## src/rtl/rv32_pipe_pkg.sv

```systemverilog
// Shared pipeline types for the RV32 front end: data width, the canonical NOP,
// the fetch FSM state encoding and the next-PC select codes.
// Optional build macro IFU_MISALIGN_TRAP_EN adds the FAULT fetch state.
package rv32_pipe_pkg;

  localparam int XLEN = 32;

  // addi x0,x0,0
  localparam logic [XLEN-1:0] RV_NOP = 32'h0000_0013;

  typedef enum logic [2:0] {
    IDLE,
    REQ,
    VALID,
    DROP
`ifdef IFU_MISALIGN_TRAP_EN
    , FAULT
`endif
  } fetch_state_e;

  typedef enum logic [1:0] {
    NPC_HOLD,
    NPC_INCR,
    NPC_BRANCH,
    NPC_RESET
  } npc_sel_e;

endpackage

```

## src/rtl/ifu_next_pc.sv

```systemverilog
// Next-PC select for the fetch unit: reset vector, redirect target,
// sequential PC+4 (wraps modulo 2^32) or hold.
module ifu_next_pc
  import rv32_pipe_pkg::*;
#(
  parameter logic [XLEN-1:0] RESET_PC = '0
) (
  input  npc_sel_e        sel,
  input  logic [XLEN-1:0] pc,
  input  logic [XLEN-1:0] branch_target,
  output logic [XLEN-1:0] pc_plus_four,
  output logic [XLEN-1:0] next_pc
);

  // Kept separate from the mux so the incrementer has no dependency on sel.
  assign pc_plus_four = pc + 32'd4;

  // Pick the PC for the next cycle.
  always_comb begin
    next_pc = pc;
    case (sel)
      NPC_RESET:  next_pc = RESET_PC;
      NPC_BRANCH: next_pc = branch_target;
      NPC_INCR:   next_pc = pc_plus_four;
      default:    next_pc = pc;
    endcase
  end

endmodule

```

## src/rtl/instruction_fetch_unit.sv

```systemverilog
// Instruction fetch unit: fetches one word per instruction from IMEM, presents
// it to IF/ID with its PC, honours STALL and redirects on BRANCH_TAKEN.
// A redirect while a read is outstanding parks in DROP until the stale word
// returns. Build macro IFU_MISALIGN_TRAP_EN adds MISALIGN_FAULT and a sticky
// FAULT state for redirects to non-word-aligned targets.
module instruction_fetch_unit
  import rv32_pipe_pkg::*;
#(
  parameter logic [XLEN-1:0] RESET_PC  = 32'h0000_0000,
  parameter logic [XLEN-1:0] NOP_INSTR = RV_NOP
) (
  input  logic            CLK,
  input  logic            RESET,
  input  logic            STALL,
  input  logic            BRANCH_TAKEN,
  input  logic [XLEN-1:0] BRANCH_TARGET,
  output logic            IMEM_READ,
  output logic [XLEN-1:0] IMEM_ADDRESS,
  input  logic [XLEN-1:0] IMEM_READDATA,
  input  logic            IMEM_BUSYWAIT,
  output logic [XLEN-1:0] PC_OUT,
  output logic [XLEN-1:0] PC_PLUS_FOUR_OUT,
  output logic [XLEN-1:0] INSTRUCTION_OUT,
  output logic            BUSYWAIT
`ifdef IFU_MISALIGN_TRAP_EN
  , output logic          MISALIGN_FAULT
`endif
);

  fetch_state_e    state_q, state_d;
  npc_sel_e        sel;
  logic [XLEN-1:0] pc_q, pc_d, pc_plus_four, br_tgt;
  logic            imem_read_q, imem_read_d;
  logic [XLEN-1:0] imem_addr_q, imem_addr_d;
  logic [XLEN-1:0] pc_out_q, pc_out_d, pc4_q, pc4_d, instr_q, instr_d;
`ifdef IFU_MISALIGN_TRAP_EN
  logic            fault_q, fault_d;
  // Misaligned targets trap instead of fetching, so the target passes as-is.
  assign br_tgt = BRANCH_TARGET;
`else
  // No trap: the low two bits are simply ignored.
  assign br_tgt = BRANCH_TARGET & ~32'h3;
`endif

  ifu_next_pc #(.RESET_PC(RESET_PC)) u_next_pc (
    .sel           (sel),
    .pc            (pc_q),
    .branch_target (br_tgt),
    .pc_plus_four  (pc_plus_four),
    .next_pc       (pc_d)
  );

  // Fetch FSM next state, PC select and IF/ID output latching; redirect wins.
  always_comb begin
    state_d  = state_q;
    sel      = NPC_HOLD;
    pc_out_d = pc_out_q;
    pc4_d    = pc4_q;
    instr_d  = instr_q;
`ifdef IFU_MISALIGN_TRAP_EN
    fault_d  = fault_q;
`endif
    if (RESET) begin
      state_d = IDLE;
      sel     = NPC_RESET;
`ifdef IFU_MISALIGN_TRAP_EN
    end else if (state_q == FAULT) begin
      state_d = FAULT;
    end else if (BRANCH_TAKEN && (BRANCH_TARGET[1:0] != 2'b00)) begin
      state_d = FAULT;
      fault_d = 1'b1;
`endif
    end else if (BRANCH_TAKEN) begin
      sel     = NPC_BRANCH;
      state_d = REQ;
      // An in-flight read must complete before the new address goes out.
      if ((state_q == REQ || state_q == DROP) && IMEM_BUSYWAIT) state_d = DROP;
      if (state_q != DROP) instr_d = NOP_INSTR;
    end else begin
      case (state_q)
        IDLE: state_d = REQ;
        REQ: begin
          if (!IMEM_BUSYWAIT) begin
            instr_d  = IMEM_READDATA;
            pc_out_d = pc_q;
            pc4_d    = pc_plus_four;
            state_d  = VALID;
          end
        end
        VALID: begin
          if (!STALL) begin
            sel     = NPC_INCR;
            state_d = REQ;
          end
        end
        DROP: if (!IMEM_BUSYWAIT) state_d = REQ;
        default: state_d = state_q;
      endcase
    end
  end

  // Memory request follows the next state; DROP keeps the stale address.
  always_comb begin
    imem_read_d = (state_d == REQ) || (state_d == DROP);
    imem_addr_d = (state_d == REQ) ? pc_d : imem_addr_q;
  end

  // State and registered outputs, synchronous reset.
  always_ff @(posedge CLK) begin
    if (RESET) begin
      state_q     <= IDLE;
      pc_q        <= RESET_PC;
      imem_read_q <= 1'b0;
      imem_addr_q <= '0;
      pc_out_q    <= '0;
      pc4_q       <= '0;
      instr_q     <= NOP_INSTR;
`ifdef IFU_MISALIGN_TRAP_EN
      fault_q     <= 1'b0;
`endif
    end else begin
      state_q     <= state_d;
      pc_q        <= pc_d;
      imem_read_q <= imem_read_d;
      imem_addr_q <= imem_addr_d;
      pc_out_q    <= pc_out_d;
      pc4_q       <= pc4_d;
      instr_q     <= instr_d;
`ifdef IFU_MISALIGN_TRAP_EN
      fault_q     <= fault_d;
`endif
    end
  end

  assign IMEM_READ        = imem_read_q;
  assign IMEM_ADDRESS     = imem_addr_q;
  assign PC_OUT           = pc_out_q;
  assign PC_PLUS_FOUR_OUT = pc4_q;
  assign INSTRUCTION_OUT  = instr_q;
  assign BUSYWAIT         = (state_q != VALID) | STALL;
`ifdef IFU_MISALIGN_TRAP_EN
  assign MISALIGN_FAULT   = fault_q;
`endif

endmodule

```

## config.mk

```make
export PLATFORM = sky130hd
export DESIGN_NAME = instruction_fetch_unit
export DESIGN_NICKNAME = d
export VERILOG_FILES = /design/src/rtl/rv32_pipe_pkg.sv /design/src/rtl/ifu_next_pc.sv /design/src/rtl/instruction_fetch_unit.sv
export SDC_FILE = /design/constraint.sdc
export NUM_CORES = 1
export LEC_CHECK = 0
export ABC_CLOCK_PERIOD_IN_PS = 2320
export CORE_AREA = 2 2 144 146
export DETAILED_ROUTE_END_ITERATION = 8
export DIE_AREA = 0 0 146 148
export MAX_ROUTING_LAYER = met4
export PLACE_DENSITY = 0.73
export SYNTH_ARGS = -nofsm -noshare
export SYNTH_HDL_FRONTEND = slang
export SYNTH_SLANG_ARGS = --single-unit
```

## constraint.sdc

```tcl
create_clock -name CLK -period 2.32 [get_ports CLK]
set_input_delay 0.348 -clock CLK [delete_from_list [all_inputs] [get_ports CLK]]
set_output_delay 0.348 -clock CLK [all_outputs]
set_load 0.01 [all_outputs]
```

==> results of run 1 <==
==> worst min-delay path by stage <==
stage                                start                      to  cells past startpoint
floorplan               pc_q[0]$_SDFF_PP0_  PC_OUT[0]$_SDFFE_PP0P_                      2
global placement        pc_q[1]$_SDFF_PP0_  PC_OUT[1]$_SDFFE_PP0P_                      2
detailed placement  PC_OUT[5]$_SDFFE_PP0P_  PC_OUT[5]$_SDFFE_PP0P_                      2
CTS                                  RESET      pc_q[4]$_SDFF_PP0_                      2
global route                         RESET      pc_q[4]$_SDFF_PP0_                      2
finish                               RESET      pc_q[4]$_SDFF_PP0_                      2
==> cell usage after synthesis (8+ instances only) <==
cell / instances
sky130_fd_sc_hd__a21oi_1: 63
sky130_fd_sc_hd__dfxtp_1: 162
sky130_fd_sc_hd__nor2b_1: 8
sky130_fd_sc_hd__clkbuf_1: 71
sky130_fd_sc_hd__o211ai_1: 16
sky130_fd_sc_hd__o21ai_0: 35
sky130_fd_sc_hd__nor3_1: 35
sky130_fd_sc_hd__nor2_1: 86
sky130_fd_sc_hd__inv_1: 8
sky130_fd_sc_hd__xnor2_1: 22
sky130_fd_sc_hd__a211oi_1: 20
sky130_fd_sc_hd__o41ai_1: 10
sky130_fd_sc_hd__nand3_1: 23
sky130_fd_sc_hd__xor2_1: 10
sky130_fd_sc_hd__nand4_1: 11
sky130_fd_sc_hd__nand2_1: 93
sky130_fd_sc_hd__or3_1: 13
sky130_fd_sc_hd__a22oi_1: 29
==> flip-flops by register name, indices dropped and copies added, names as in the netlist <==
register / cells
IMEM_ADDRESS: 32
PC_PLUS_FOUR_OUT: 30
pc_q: 32
state_q: 3
IMEM_READ: 1
PC_OUT: 32
INSTRUCTION_OUT: 32
==> per-stage QoR <==
stage                     worst slack (ps)  hold slack, ps  TNS, ps  util (%)  std cells
after CTS                             37.0             256        0      51.3       1335
final                                  122             282        0      51.5       1336
after detailed placement              -537             447   -14780      48.3       1303
after floorplan                       23.3             427        0         -        823
after global routing                  17.2             261        0      51.5       1336
after global placement                -496             440   -12010      48.3       1303
==> power groups by stage <==
stage / registers [uW] / clock network, uW / logic [uW]
after global placement: 3070 / 0 / 933
after floorplan: 3080 / 0 / 378
after detailed placement: 3070 / 0 / 939
final: 3010 / 2910 / 950
after CTS: 3010 / 2960 / 944
after global routing: 3020 / 3070 / 1020
==> worst register-to-register path, stage by stage, from the launching register on <==
cell,delay (ps)
sky130_fd_sc_hd__dfxtp_2,330
sky130_fd_sc_hd__nor4b_4,310
sky130_fd_sc_hd__inv_2,100
sky130_fd_sc_hd__buf_4,170
sky130_fd_sc_hd__or4_1,500
sky130_fd_sc_hd__a311oi_1,320
sky130_fd_sc_hd__buf_4,160
sky130_fd_sc_hd__nand3_1,70
sky130_fd_sc_hd__a21oi_1,150
==> kinds of logic (layout without fill, tap and decap cells) <==
logic type	Yosys count	in the layout	share of synthesized area [%]
adders and majority gates	1	1	0.182
AOI/OAI and AO/OA	215	215	20.4
buffers and inverters	93	336	5.28
muxes	9	9	1.43
and+or+nand+nor	311	311	21.5
DFF	162	162	47.1
xor gates and xnor gates	32	32	4.07
==> layer usage <==
metal | vias to the layer above | global-route usage [%] | routed length (um)
met1 | 3193 | 28.1 | 10200
met4 | 0 | 6.36 | 493
li1 | 3397 | - | -
met5 | - | - | 0
met3 | 37 | 6.42 | 2160
met2 | 315 | 35.0 | 10900
==> repair_timing <==
action	4_1_cts	5_1_grt
buffers inserted	0	1
gates resized for setup	1	12
cloned	0	0
pin swaps	1	2
setup endpoints to repair	2	17
==> area by class of cell <==
class / count / area (sq um) / area share, %
multi-input cells: 568 / 3320 / 32.2
flip-flops and latches: 162 / 3250 / 31.5
repair buffers: 293 / 2770 / 26.8
clock buffers: 23 / 478 / 4.63
well taps: 270 / 338 / 3.27
clock inverters: 9 / 129 / 1.25
inverters: 11 / 41.3 / 0.400
==> metrics.txt, run 1 <==
# TYPE chip_impl_metric gauge
chip_impl_info{name="cp_common_cell",value="sky130_fd_sc_hd__buf_4"} 1
chip_impl_info{name="timing.critical_path.cells",value="nor4b_4 -> inv_2 -> buf_4 -> or4_1 -> a311oi_1 -> buf_4 -> nand3_1 -> a21oi_1"} 1
chip_impl_metric{name="die_extent_in_x",unit="um"} 146
chip_impl_info{name="unrepaired_setup_endpoints_after_global_routing",value="false"} 1
chip_impl_metric{name="fin_crit",unit="ps"} 2200
chip_impl_metric{name="worstSkewPairLatency",unit="ps"} 430
chip_impl_metric{name="area_overhead_of_the_layout_relative_to_synthesis",unit="%"} 49.9
chip_impl_metric{name="synth.cell_area",unit="sq mm"} 0.00689
chip_impl_metric{name="finalWirelength",unit="um"} 23800
chip_impl_metric{name="worstSetupPathDepth",unit=""} 8
chip_impl_info{name="rr_endpoint",value="IMEM_ADDRESS[7]$_SDFFE_PP0N_"} 1
chip_impl_info{name="critical_path.slowest_cell",value="sky130_fd_sc_hd__or4_1"} 1
chip_impl_metric{name="via_count",unit=""} 6942
chip_impl_metric{name="seqPwrFrac",unit="%"} 43.8
chip_impl_metric{name="power.net_switching",unit="uW"} 1690
chip_impl_info{name="final_common_cell",value="sky130_fd_sc_hd__clkdlybuf4s50_1"} 1
chip_impl_metric{name="n_antenna_cell",unit=""} 0
chip_impl_metric{name="power_per_cell_area",unit="mW/mm^2"} 665
chip_impl_metric{name="die_area",unit="sq mm"} 0.0216
chip_impl_metric{name="detailedPlacementHpwl",unit="um"} 17500
chip_impl_info{name="timing.critical_path.max_delay_family",value="simple AND/OR/NAND/NOR gates"} 1
chip_impl_metric{name="critical_path_arrival",unit="ps"} 2530
chip_impl_metric{name="grt_first_pass_wirelength",unit="um"} 36700
chip_impl_metric{name="drv_slew",unit=""} 0
chip_impl_metric{name="totalPowerFinal",unit="uW"} 6870
chip_impl_metric{name="cts.clk_slew.worst_paths",unit="ps"} 60
chip_impl_metric{name="synth_top_area_share",unit="%"} 47.1
chip_impl_metric{name="final_net_count",unit=""} 1123
chip_impl_metric{name="share_clk_of_total_power",unit="%"} 42.3
chip_impl_info{name="synth_top_cell_by_area",value="sky130_fd_sc_hd__dfxtp_1"} 1
chip_impl_metric{name="synth.yosys.warnings",unit=""} 0
chip_impl_info{name="final_cell_mix",value="194 x sky130_fd_sc_hd__clkdlybuf4s50_1, 158 x sky130_fd_sc_hd__dfxtp_1, 92 x sky130_fd_sc_hd__nand2_1"} 1
chip_impl_info{name="critical_path.endpoint_type",value="flop"} 1
chip_impl_metric{name="cts_hold_repair.buffers",unit=""} 0
chip_impl_metric{name="critPathMaxFanout",unit=""} 7
chip_impl_metric{name="route.antenna.remaining_nets",unit=""} 0
chip_impl_metric{name="fillers",unit=""} 1899
chip_impl_metric{name="grt_antenna_before_repair",unit=""} 0
chip_impl_metric{name="pwr-share-comb",unit="%"} 13.8
chip_impl_metric{name="setup_viol_count_final",unit=""} 0
chip_impl_metric{name="clk_path_buf_depth",unit=""} 2
chip_impl_metric{name="final_design_area_no_fill",unit="sq mm"} 0.0103
chip_impl_metric{name="final_min_period_over_clock_period",unit="%"} 94.7
chip_impl_info{name="critical_path.endpoint",value="IMEM_ADDRESS[7]$_SDFFE_PP0N_"} 1
chip_impl_info{name="clockRootBuffer",value="sky130_fd_sc_hd__clkbuf_16"} 1
chip_impl_metric{name="syn-mean-instance-area",unit="sq um"} 8.37
chip_impl_metric{name="numPortBuffers",unit=""} 196
chip_impl_metric{name="worstMarginPinSlew",unit="ps"} 1220
chip_impl_metric{name="cell_internal_pwr",unit="uW"} 5170
chip_impl_metric{name="maxSlewHeadroom",unit="%"} 18.5
chip_impl_metric{name="timing.fmax",unit="GHz"} 0.455
chip_impl_metric{name="critPathMaxStageDelay",unit="ps"} 500
chip_impl_info{name="clock_tree_from_tritoncts",value="built"} 1
chip_impl_info{name="post_synth_main_area_contributors",value="sky130_fd_sc_hd__dfxtp_1 47%, sky130_fd_sc_hd__nand2_1 5.1%, sky130_fd_sc_hd__nor2_1 4.7%, sky130_fd_sc_hd__a21oi_1 4.6%, sky130_fd_sc_hd__clkbuf_1 3.9%"} 1
chip_impl_metric{name="die_y",unit="um"} 148
chip_impl_metric{name="timing.max_cap.violations",unit=""} 0
chip_impl_metric{name="grt_max_degree",unit=""} 69
chip_impl_metric{name="r2r_cells",unit=""} 8
chip_impl_metric{name="worst_ir_drop_vdd",unit="mV"} 0.589
chip_impl_metric{name="cts_buffers",unit=""} 17
chip_impl_metric{name="via_count_of_the_first_global_routing_pass",unit=""} 6738
chip_impl_metric{name="worstPathRequired",unit="ps"} 2650
chip_impl_metric{name="grt_remaining_overflow",unit=""} 0
chip_impl_metric{name="fin_skew",unit="ps"} 15.4
chip_impl_metric{name="synthesis.instances",unit=""} 823
chip_impl_metric{name="drc_errors",unit=""} 0
chip_impl_metric{name="fraction_of_layout_cells_with_a_size_suffix_above_1",unit="%"} 14.4
chip_impl_info{name="critical_path.reg2reg.startpoint",value="state_q[2]$_SDFF_PP0_"} 1
chip_impl_info{name="critical_path_source",value="state_q[2]$_SDFF_PP0_"} 1
chip_impl_metric{name="synth_nets",unit=""} 893
chip_impl_metric{name="synth.ff_latch_count",unit=""} 162
chip_impl_metric{name="synth_sequential_area_ratio",unit="%"} 47.1
chip_impl_metric{name="drt-vias-per-instance",unit=""} 5.20
chip_impl_info{name="criticalPathCategory",value="reg2reg"} 1
chip_impl_info{name="dominantRegCellSynth",value="sky130_fd_sc_hd__dfxtp_1"} 1
chip_impl_metric{name="num_rows",unit=""} 52
chip_impl_metric{name="finalWeightedCongestion",unit=""} 0.995
chip_impl_metric{name="fp.coreArea",unit="sq mm"} 0.0200
chip_impl_metric{name="async_flop_share",unit="%"} 0
chip_impl_metric{name="p_leak",unit="uW"} 0.00364
chip_impl_metric{name="timing.reg2reg.setup_slack",unit="ps"} 120
chip_impl_metric{name="drt_pass1_iterations",unit=""} 5
chip_impl_metric{name="ys_types",unit=""} 57
chip_impl_info{name="hold_class",value="in2reg"} 1
chip_impl_metric{name="initial_core_util",unit="%"} 34.4
chip_impl_metric{name="drt_iter0_markers",unit=""} 692
chip_impl_metric{name="avgRoutedWirePerCell",unit="um"} 17.8
chip_impl_metric{name="grt_usage",unit="%"} 22.3
chip_impl_metric{name="clock_tree.htree_level_count",unit=""} 4
chip_impl_metric{name="number_of_enable_type_register_cells_in_the_synthesized_netlist",unit=""} 0
chip_impl_metric{name="hold_violations",unit=""} 0
chip_impl_metric{name="boundary_pins",unit=""} 199
chip_impl_metric{name="netSwitchingFraction",unit="%"} 24.7
chip_impl_metric{name="timing.critical_path.buf_inv",unit=""} 3
chip_impl_metric{name="place_area",unit="sq mm"} 0.00967
chip_impl_info{name="outcome",value="finished clean"} 1
chip_impl_info{name="startpoint_type",value="flop"} 1
chip_impl_metric{name="cts_sinks",unit=""} 162
(Power assumes the default switching activity.)
==> run 2: changes to the inputs <==
--- a/config.mk
+++ b/config.mk
@@ -7,6 +7,7 @@
 export LEC_CHECK = 0
 export ABC_CLOCK_PERIOD_IN_PS = 2320
 export CORE_AREA = 2 2 144 146
+export CTS_CLUSTER_DIAMETER = 50
 export DETAILED_ROUTE_END_ITERATION = 8
 export DIE_AREA = 0 0 146 148
 export MAX_ROUTING_LAYER = met4
==> results of run 2 <==
Same layout as run 1: the final DEF is identical, and so are final timing and power.
